**src/rtl/temp_monitor.sv**
```systemverilog
// Four-sensor over-temperature detector: carry-save sum, divide by four, strict threshold compare.
// Optional build macro TEMP_STICKY_EN latches tooHot until rst is asserted.
module temp_monitor #(
    parameter int W = 16
) (
    input  logic         clk,
    input  logic         rst,
    input  logic [W-1:0] temp1,
    input  logic [W-1:0] temp2,
    input  logic [W-1:0] temp3,
    input  logic [W-1:0] temp4,
    input  logic [W-1:0] temp_compare,
    output logic [W-1:0] temp_avg,
    output logic         tooHot
);

    localparam int SW = W + 2;

    // 3:2 compressor, sum vector
    function automatic logic [SW-1:0] csa_sum(input logic [SW-1:0] a, input logic [SW-1:0] b,
                                              input logic [SW-1:0] c);
        return a ^ b ^ c;
    endfunction

    // 3:2 compressor, carry vector already weighted by two; the dropped MSB is always zero
    function automatic logic [SW-1:0] csa_carry(input logic [SW-1:0] a, input logic [SW-1:0] b,
                                                input logic [SW-1:0] c);
        logic [SW-1:0] maj;
        maj = (a & b) | (a & c) | (b & c);
        return {maj[SW-2:0], 1'b0};
    endfunction

    function automatic logic [SW-1:0] ripple_add(input logic [SW-1:0] a, input logic [SW-1:0] b);
        logic [SW-1:0] s;
        logic          c;
        s = {SW{1'b0}};
        c = 1'b0;
        for (int i = 0; i < SW; i++) begin
            s[i] = a[i] ^ b[i] ^ c;
            c    = (a[i] & b[i]) | (c & (a[i] ^ b[i]));
        end
        return s;
    endfunction

    logic [SW-1:0] op1_s, op2_s, op3_s, op4_s;
    logic [SW-1:0] lvl1_sum_s, lvl1_carry_s;
    logic [SW-1:0] lvl2_sum_s, lvl2_carry_s;
    logic [SW-1:0] sum_s;
    logic [SW-1:0] sum_q;
    logic [W-1:0]  avg_s;
    logic          hot_s;
    logic          hot_next_s;
    logic [W-1:0]  temp_avg_r;
    logic          too_hot_r;

    // Stage 1 combinational: two CSA levels then ripple-carry resolve
    always_comb begin
        op1_s        = {2'b00, temp1};
        op2_s        = {2'b00, temp2};
        op3_s        = {2'b00, temp3};
        op4_s        = {2'b00, temp4};
        lvl1_sum_s   = csa_sum(op1_s, op2_s, op3_s);
        lvl1_carry_s = csa_carry(op1_s, op2_s, op3_s);
        lvl2_sum_s   = csa_sum(lvl1_sum_s, lvl1_carry_s, op4_s);
        lvl2_carry_s = csa_carry(lvl1_sum_s, lvl1_carry_s, op4_s);
        sum_s        = ripple_add(lvl2_sum_s, lvl2_carry_s);
    end

    // Stage 1 register
    always_ff @(posedge clk) begin
        if (rst) begin
            sum_q <= {SW{1'b0}};
        end else begin
            sum_q <= sum_s;
        end
    end

    // Stage 2 combinational: truncating divide by four and strict compare
    always_comb begin
        avg_s = sum_q[SW-1:2];
        hot_s = (avg_s > temp_compare);
`ifdef TEMP_STICKY_EN
        hot_next_s = too_hot_r | hot_s;
`else
        hot_next_s = hot_s;
`endif
    end

    // Stage 2 output registers
    always_ff @(posedge clk) begin
        if (rst) begin
            temp_avg_r <= {W{1'b0}};
            too_hot_r  <= 1'b0;
        end else begin
            temp_avg_r <= avg_s;
            too_hot_r  <= hot_next_s;
        end
    end

    assign temp_avg = temp_avg_r;
    assign tooHot   = too_hot_r;

endmodule

```
**config.mk**
```make
export PLATFORM = sky130hd
export DESIGN_NAME = temp_monitor
export DESIGN_NICKNAME = d
export VERILOG_FILES = /design/src/rtl/temp_monitor.sv
export SDC_FILE = /design/constraint.sdc
export NUM_CORES = 1
export LEC_CHECK = 0
export BUFFER_PORTS_ARGS = -buffer_cell sky130_fd_sc_hd__buf_4
export CORE_MARGIN = 2
export CORE_UTILIZATION = 43
export CTS_CLUSTER_SIZE = 28
export DETAILED_ROUTE_END_ITERATION = 8
export HOLD_SLACK_MARGIN = 0.03
export PLACE_DENSITY = 0.74
export SYNTH_ARGS = -nofsm -noshare
export SYNTH_HDL_FRONTEND = slang
export SYNTH_SLANG_ARGS = --single-unit
```
**constraint.sdc**
```tcl
create_clock -name clk -period 9.23 [get_ports clk]
set_input_delay 0.4615 -clock clk [delete_from_list [all_inputs] [get_ports clk]]
set_output_delay 0.4615 -clock clk [all_outputs]
set_load 0.02 [all_outputs]
```
Word-level counts from Yosys, hierarchy flattened
Cells that the tools add are included.

Magnitude comparators: 1. Bitwise gates (word level): 93.

Operators by type and width (number): AND 16 bit (4); bitwise OR 16 bit (2); XOR 1 bit (32); XOR 16 bit (2); AND 1 bit (31); AND 16 x 17 -> 17 bit (1); AND 17 x 16 -> 17 bit (1); bitwise OR 17 x 16 -> 17 bit (1); bitwise OR 17 bit (1); XOR 16 x 17 -> 17 bit (1); XOR 17 x 16 -> 17 bit (1); greater-than comparator 16 bit (1); bitwise OR 1 bit (15); XOR 1 bit (first input constant) (1).

Word-level logic and storage cells: 97. Input port bits: 82. Bits in registers: 35. Output and inout port bits: 17.

Logic depth before layout (Yosys ltp)
Gate-level depths: netlist (run 1).

Depth after elaboration: 38. Mapped depth: 25. Mapped depth without buffers: 25.

Worst setup path before layout (run 1)
No wires, ideal clock.

Kind: input to register. Start: input temp1[1]. End: register sum_q[16]. Slack: 2.269 ns. Required time: 9.164 ns. Arrival: 6.894 ns. Path buffers: 0. Cell stages on the path: 25. Library setup time: 0.066 ns. Path through: fa_1 > inv_1 > fa_1 > nor2_1 > nand2_1 > fa_1 > fa_1 > inv_1 > fa_1 > fa_1 > fa_1 > fa_1 > fa_1 > fa_1 > fa_1 > fa_1 > fa_1 > inv_1 > fa_1 > inv_1 > fa_1 > fa_1 > inv_1 > fa_1 > nor2_1.

Longest elaborated chain between the ends: 35. Elaborated cells between the ends (all ways): 47. Classes of those cells: bitwise (47).

Ends and longest elaborated chain: from (decl) (RTL line 8) `input logic [W-1:0] temp1,`; AND 16 bit or XOR 16 bit (tied branches) (RTL line 29, 22); bitwise OR 16 bit or XOR 16 bit (tied branches) (RTL line 29, 22); bitwise OR 16 bit, or another cell as far along (RTL line 29) `maj = (a & b) | (a & c) | (b & c);`; XOR 16 x 17 -> 17 bit or bitwise OR 17 x 16 -> 17 bit (tied branches) (RTL line 22, 29); XOR 17 x 16 -> 17 bit or bitwise OR 17 bit (tied branches) (RTL line 22, 29); XOR 1 bit (RTL line 40) `c = (a[i] & b[i]) | (c & (a[i] ^ b[i]));`; AND 1 bit (RTL line 40); bitwise OR 1 bit (RTL line 40); [... 19 more ...]; bitwise OR 1 bit (*) (RTL line 40); AND 1 bit (*) (RTL line 40); bitwise OR 1 bit (*) (RTL line 40); AND 1 bit (*) (RTL line 40); bitwise OR 1 bit (*) (RTL line 40); AND 1 bit (*) (RTL line 40); bitwise OR 1 bit (*) (RTL line 40); XOR 1 bit (*) (RTL line 39) `s[i] = a[i] ^ b[i] ^ c;`; to (signal assigned) (RTL line 72) `sum_q <= {SW{1'b0}};`; to (signal assigned) (RTL line 74) `sum_q <= sum_s;`; to (decl) (RTL line 49) `logic [SW-1:0] sum_q;`.

Mark *: on every way between the ends. The rest lies on a longest branch, timed or not. A chain may end at the register's enable or synchronous reset.

Final worst setup path (run 1)
Same ends and word-level chain as after synthesis.

==> summary.txt, run 1 <==
Die
  • Total die area: 0.00589 mm²
  • Core area: 0.00511 mm²
  • Rows: 26
  • IO Pins: 99
  • DIE WIDTH: 76.8 µm
  • Initial cell density of the core: 44.6%
  • Height of the die: 76.8 µm

Finish
  • Layout area overhead: 39.5%
  • Diode count: 0
  • Nets@finish: 440
  • Share of cells above drive strength 1: 36.0%

Routing
  • Routed WL per cell: 11.0 µm
  • Drt drc: 0
  • DR vias: 1629
  • Vias per cell: 4.44
  • DR iter-0 viols: 20
  • DR pass1 iterations: 4
  • DRT Wirelength: 4020 µm
  • Remaining antenna violation count: 0

Synthesis
  • Ys Warns: 0
  • Cell taking the most area after synthesis: fa_1
  • Post-synthesis cell type count: 19
  • Syn nets: 338
  • Mux cell area share after synthesis: 0%
  • Top cell type's share of synthesized area: 40.5%
  • Synth Area in XOR/XNOR: 0%
  • Avg Cell Area, Syn: 11.7 µm²
  • Largest family of logic cells by synthesized area: adder cells
  • Syn Inst Count: 194
  • Post-Synth Simple-Gate Area: 11.7%
  • Largest cells by area after synthesis: fa_1 40%, dfxtp_1 29%, ha_1 8.8%, nor2b_1 7.4%, inv_1 6.3%
  • Flop and latch count out of synthesis: 33
  • Area share of fa/ha/maj cells after synthesis: 49.3%
  • Post-synthesis compound-gate area fraction: 3.30%
  • Sequential area share after synthesis: 29.0%
  • Synth Cell Area: 0.00228 mm²

Clocking
  • CTS Buf Count: 5
  • Hold_buf cts: 0
  • CTS Sinks: 33
  • CTS tree: built
  • Postcts setup bufs: 0
  • Root Buffer: clkbuf_8
  • Worst-case clock buffer depth: 2
  • H-Tree Depth: 2
  • Clock-pin slew on the worst setup and hold paths: 0.07 ns
  • Post-cts sizing count: 0
  • Worst-skew pair later-pin latency: 0.28 ns

Critical path
  • CP max stage cell: fa_1
  • CP startpoint kind: input port
  • CP Class: input port to register
  • CP bufs+invs: 6
  • R2R Path End: tooHot
  • Critical path arrival: 7.25 ns
  • Most used cell, CP: fa_1
  • Data required time of the worst path: 9.45 ns
  • Worst r2r src: sum_q[9]
  • Largest stage delay on the critical path: 0.53 ns
  • CP Launch Point: temp1[1]
  • Reg2Reg Depth: 5
  • FF-to-FF setup slack: 7.64 ns
  • Worst Setup End Kind: register
  • CP delay by family, top: adder cells
  • Crit path max fanout: 1

Placement
  • Setup WS pre-CTS: 1.84 ns
  • Port bufs: 98
  • RePlAce Congestion: 0.746
  • Post-DP HPWL: 3660 µm

Global route
  • Vias in the first global route: 1804
  • Initial antenna violation count: 0
  • First-pass GRT wire length: 7330 µm
  • GRT overflow: 0
  • Largest net degree at the start of global routing: 34
  • GRT Resource Usage Total: 15.6%

Timing
  • Min cycle time layout: 7.04 ns
  • Min Hold Slack: 0.453 ns
  • Least-Margin Pin Slew: 0.324 ns
  • Max Clock Freq: 142 MHz
  • Setup TNS: 0 ns
  • Setup violators final: 0
  • Crit share post-route: 76.2%
  • Final hold viol count: 0
  • RSZ-0062 raised after global routing: no
  • Pins over their slew limit: 0
  • Final clock skew: 0.00496 ns
  • Final worst slack: 2.19 ns
  • Relative slew slack: 78.4%

Min path
  • Hold path start: sum_q[2]
  • Hold Path Depth: 2
  • Hold Crit Class: register to register
  • Hold Path End: temp_avg[0]

Power and ir drop
  • Max rail drop VDD: 0.0810 mV
  • Power Density: 184 mW/mm²
  • Lkg Pwr: 1.58 nW

Run status
  • Status: completed

Job
  • Max cap viols: 0
==> cell type report <==
class | count | area (µm²)
Sequential cell | 33 | 661
Clock buffer | 5 | 68.8
Fill cell | 443 | 1930
Timing Repair Buffer | 98 | 736
Clock inverter | 3 | 17.5
Multi-Input combinational cell | 120 | 1460
Inverter | 38 | 143
Tap cell | 70 | 87.6
==> state kept, by name (all words and copies together), names as in the netlist <==
name,count
sum_q,16
temp_avg,16
tooHot,1
==> worst max-delay path by stage <==
stage | endpoint | slack [ns] | cells after the start
2_1_floorplan | sum_q[16] | 2.27 | 25
5_1_grt | sum_q[16] | 1.90 | 26
3_5_place_dp | sum_q[16] | 1.84 | 26
3_3_place_gp | sum_q[16] | 1.97 | 26
6_report | sum_q[16] | 2.19 | 26
4_1_cts | sum_q[16] | 2.15 | 26
==> metal layers <==
metal	vias up	wire length (µm)	GRT usage (%)
li1	791	-	-
met3	5	333	5.18
met5	-	0	0
met4	0	51	4.36
met2	69	2130	28.6
met1	764	1510	17.0
==> metrics by stage <==
stage	std cells	power (W)	utilization, %	instance area (µm²)
floorplan	194	0.000390	-	2280
global placement	359	0.000483	60.5	3090
detailed placement	359	0.000493	60.5	3090
CTS	367	0.000598	62.2	3170
global route	367	0.000647	62.2	3170
finish	367	0.000584	62.2	3170
==> where the power goes <==
part | leakage, nW | switching (W) | internal [W]
clock | 0.0439 | 0.0000501 | 0.0000519
combinational | 1.27 | 0.000128 | 0.000145
sequential | 0.273 | 0.0000189 | 0.000189
total | 1.58 | 0.000197 | 0.000386
==> synthesized netlist by cell type <==
cell type,instances
nor2_1,8
nand4_1,4
and4_1,1
nand3_1,4
a21oi_2,1
ha_1,16
o31a_1,1
fa_1,46
a221o_1,1
o211ai_1,1
nand2_1,2
nor3_1,1
clkbuf_1,3
inv_1,38
a21oi_1,5
dfxtp_1,33
a21boi_0,1
nor2b_1,27
a21o_1,1
==> worst register-to-register path: cells and delay by family (launching register included) <==
kind	cells	cell delay [ns]
simple gates	1	0.10
fa+ha+maj	1	0.33
compound gates	3	0.75
flops	1	0.31
==> cells in the final DEF, fill, tap and decap left out <==
| cell | count |
|---|---|
| ha_1 | 16 |
| o31a_1 | 1 |
| a21oi_2 | 1 |
| a21boi_0 | 1 |
| a21o_1 | 1 |
| inv_1 | 38 |
| nand3_1 | 4 |
| nor2b_1 | 27 |
| o211ai_1 | 1 |
| clkbuf_8 | 5 |
| nor3_1 | 1 |
| dfxtp_1 | 33 |
| clkinvlp_4 | 1 |
| nand4_1 | 4 |
| fa_1 | 46 |
| buf_4 | 98 |
| nand2_1 | 2 |
| and4_1 | 1 |
| a221o_1 | 1 |
| nor2_1 | 8 |
| a21oi_1 | 5 |
| clkinv_2 | 2 |
==> cell families (layout without fill, tap and decap cells) <==
group | after synthesis | count (layout)
buffers and inverters | 41 | 144
adder cells (fa/ha/maj) | 62 | 62
AO/OA/AOI/OAI | 11 | 11
flip-flops | 33 | 33
AND/OR/NAND/NOR | 47 | 47
No activity file was read; power rests on OpenSTA's default activity.
==> inputs of run 2 (changes only) <==
PLACE_DENSITY = 0.76   (was 0.74)
clock period = 6.3 ns   (was 9.23 ns; I/O delays follow)
==> run 2 against run 1 <==
The flow now finishes with violations (setup timing). Register-to-register slack worse by 2.9 ns. Sequential share of layout area is 0.28 points lower. Worst setup slack worse by 2.3 ns. Die area stayed put. First-iteration DRC count is 45% higher. Clock-buffer cell count is 1 higher. Flip-flop and latch count stayed put. Wire length is 4.7% higher. Utilization is 0.83 points higher. Combinational power is 55% higher. Critical path type unchanged. Largest power group unchanged. Highest routed layer unchanged.
==> summary.txt, run 2 (same netlist as run 1, synthesis figures left out) <==
Power and ir drop
  • NetSw: 0.000301 W
  • Combinational Power Share: 48.2%
  • Clock power frac: 17.2%
  • Switching Fraction: 34.1%
  • Reg power frac: 34.7%
  • Max rail drop VDD: 0.121 mV
  • Cell Int Power: 0.000581 W
  • Lkg Pwr: 1.57 nW
  • Total Power: 0.000882 W
  • Power Density: 274 mW/mm²

Timing
  • Final clock skew: 0.00345 ns
  • Min Hold Slack: 0.406 ns
  • RSZ-0062 raised after global routing: yes
  • Least-Margin Pin Slew: 0.346 ns
  • Setup violators final: 1
  • Final hold viol count: 0
  • Max Clock Freq: 155 MHz
  • Crit share post-route: 102%
  • Min cycle time layout: 6.43 ns
  • Relative slew slack: 77.0%
  • Pins over their slew limit: 0
  • Final worst slack: -0.131 ns

Critical path
  • Critical path arrival: 6.65 ns
  • Data required time of the worst path: 6.52 ns
  • CP Class: input port to register
  • CP startpoint kind: input port
  • Crit path max fanout: 1
  • Worst Setup End Kind: register

Die
  • Rows: 26
  • Core area: 0.00511 mm²
  • Height of the die: 76.8 µm
  • Initial cell density of the core: 44.6%
  • IO Pins: 99
  • Total die area: 0.00589 mm²
  • DIE WIDTH: 76.8 µm

Clocking
  • CTS Sinks: 33
  • Hold_buf cts: 0
  • Worst-case clock buffer depth: 2
  • CTS tree: built
  • Root Buffer: clkbuf_8
  • H-Tree Depth: 2
  • Worst-skew pair later-pin latency: 0.28 ns
  • Clock-pin slew on the worst setup and hold paths: 0.07 ns
  • CTS Buf Count: 5

Job
  • Max cap viols: 0

Routing
  • DR pass1 iterations: 4
  • Remaining antenna violation count: 0
  • Vias per cell: 4.46
  • DRT Wirelength: 4210 µm
  • Routed WL per cell: 11.5 µm
  • DR iter-0 viols: 29
  • Drt drc: 0
  • DR vias: 1636

Global route
  • Largest net degree at the start of global routing: 34
  • First-pass GRT wire length: 7460 µm
  • GRT overflow: 0
  • GRT Resource Usage Total: 16.0%
  • Initial antenna violation count: 0
  • Vias in the first global route: 1873

Finish
  • Final Cell Area: 0.00322 mm²
  • Most frequent cells in the layout: 97 x buf_4, 33 x inv_1, 33 x dfxtp_1
  • Diode count: 0
  • Layout area overhead: 41.3%
  • Share of cells above drive strength 1: 42.4%
  • Nets@finish: 440
  • Most common cell after layout, fill and taps aside: buf_4
  • Util after Layout: 63.0%

Run status
  • Failing checks: setup timing
  • Status: complete, but fails checks

Placement
  • Setup WS pre-CTS: -0.570 ns
  • Post-DP Area: 0.00311 mm²
  • Post-DP HPWL: 3700 µm
  • Port bufs: 98
  • RePlAce Congestion: 0.771

Min path
  • Hold Crit Class: input port to register
[run 2: changes by cell type in the layout (fill, tap and decap cells not counted), moves of 5 or more]
cell and delta:
inv_2 +5, fa_2 +14, inv_1 -5, fa_1 -14
[run 2: path summary, 6_finish.rpt]
check	start	endpoint	slack [ns]	cells past startpoint
setup reg to reg	sum_q[9]	tooHot	4.72	5
hold / removal	rst	temp_avg[0]	0.41	2
setup / recovery	temp1[1]	sum_q[16]	-0.13	26
hold reg to reg	sum_q[2]	temp_avg[0]	0.44	2
[run 2: what timing repair did]
action,CTS,global route
gates resized for setup,6,9
pin swaps,1,0
setup endpoints to repair,2,3
setup buffers,0,0
cloned,0,0
[run 2: stage by stage]
stage,instances,setup TNS [ns]
after floorplan,194,-0.235
after global placement,359,-0.950
after detailed placement,359,-1.13
after CTS,367,-0.134
after global routing,367,-0.434
final,367,-0.131
[run 2: final cells by class]
type | count | area, µm²
inverter | 38 | 143
clock inverter | 2 | 10.0
sequential | 33 | 661
timing repair buffer | 98 | 739
tap | 70 | 87.6
fill | 428 | 1890
multi-input combinational | 120 | 1500
clock buffer | 6 | 72.6
[run 2: critical path, cell delays in order]
cell,delay [ns]
buf_6,0.09
fa_1,0.54
inv_2,0.04
fa_1,0.51
nor2_1,0.05
nand2_1,0.07
fa_2,0.19
fa_2,0.19
inv_2,0.04
fa_2,0.33
fa_2,0.36
fa_2,0.34
fa_2,0.34
fa_2,0.35
fa_2,0.35
fa_2,0.35
fa_2,0.35
fa_2,0.34
inv_2,0.06
fa_2,0.18
inv_2,0.04
fa_2,0.33
fa_2,0.34
inv_2,0.06
fa_1,0.40
nor2_1,0.10
[run 2: layer usage]
metal	vias up	GRT usage, %	share of wire, %
met3	8	5.06	7.4
met5	-	0	0
met4	0	4.91	1.8
met1	766	17.3	39
li1	792	-	-
met2	70	29.7	52
[run 2: power groups by stage]
stage / clock, W / sequential (W) / combinational (W)
finish: 0.000151 / 0.000306 / 0.000425
global placement: 0 / 0.000310 / 0.000401
CTS: 0.000156 / 0.000307 / 0.000426
floorplan: 0 / 0.000333 / 0.000245
detailed placement: 0 / 0.000311 / 0.000419
global route: 0.000168 / 0.000315 / 0.000490
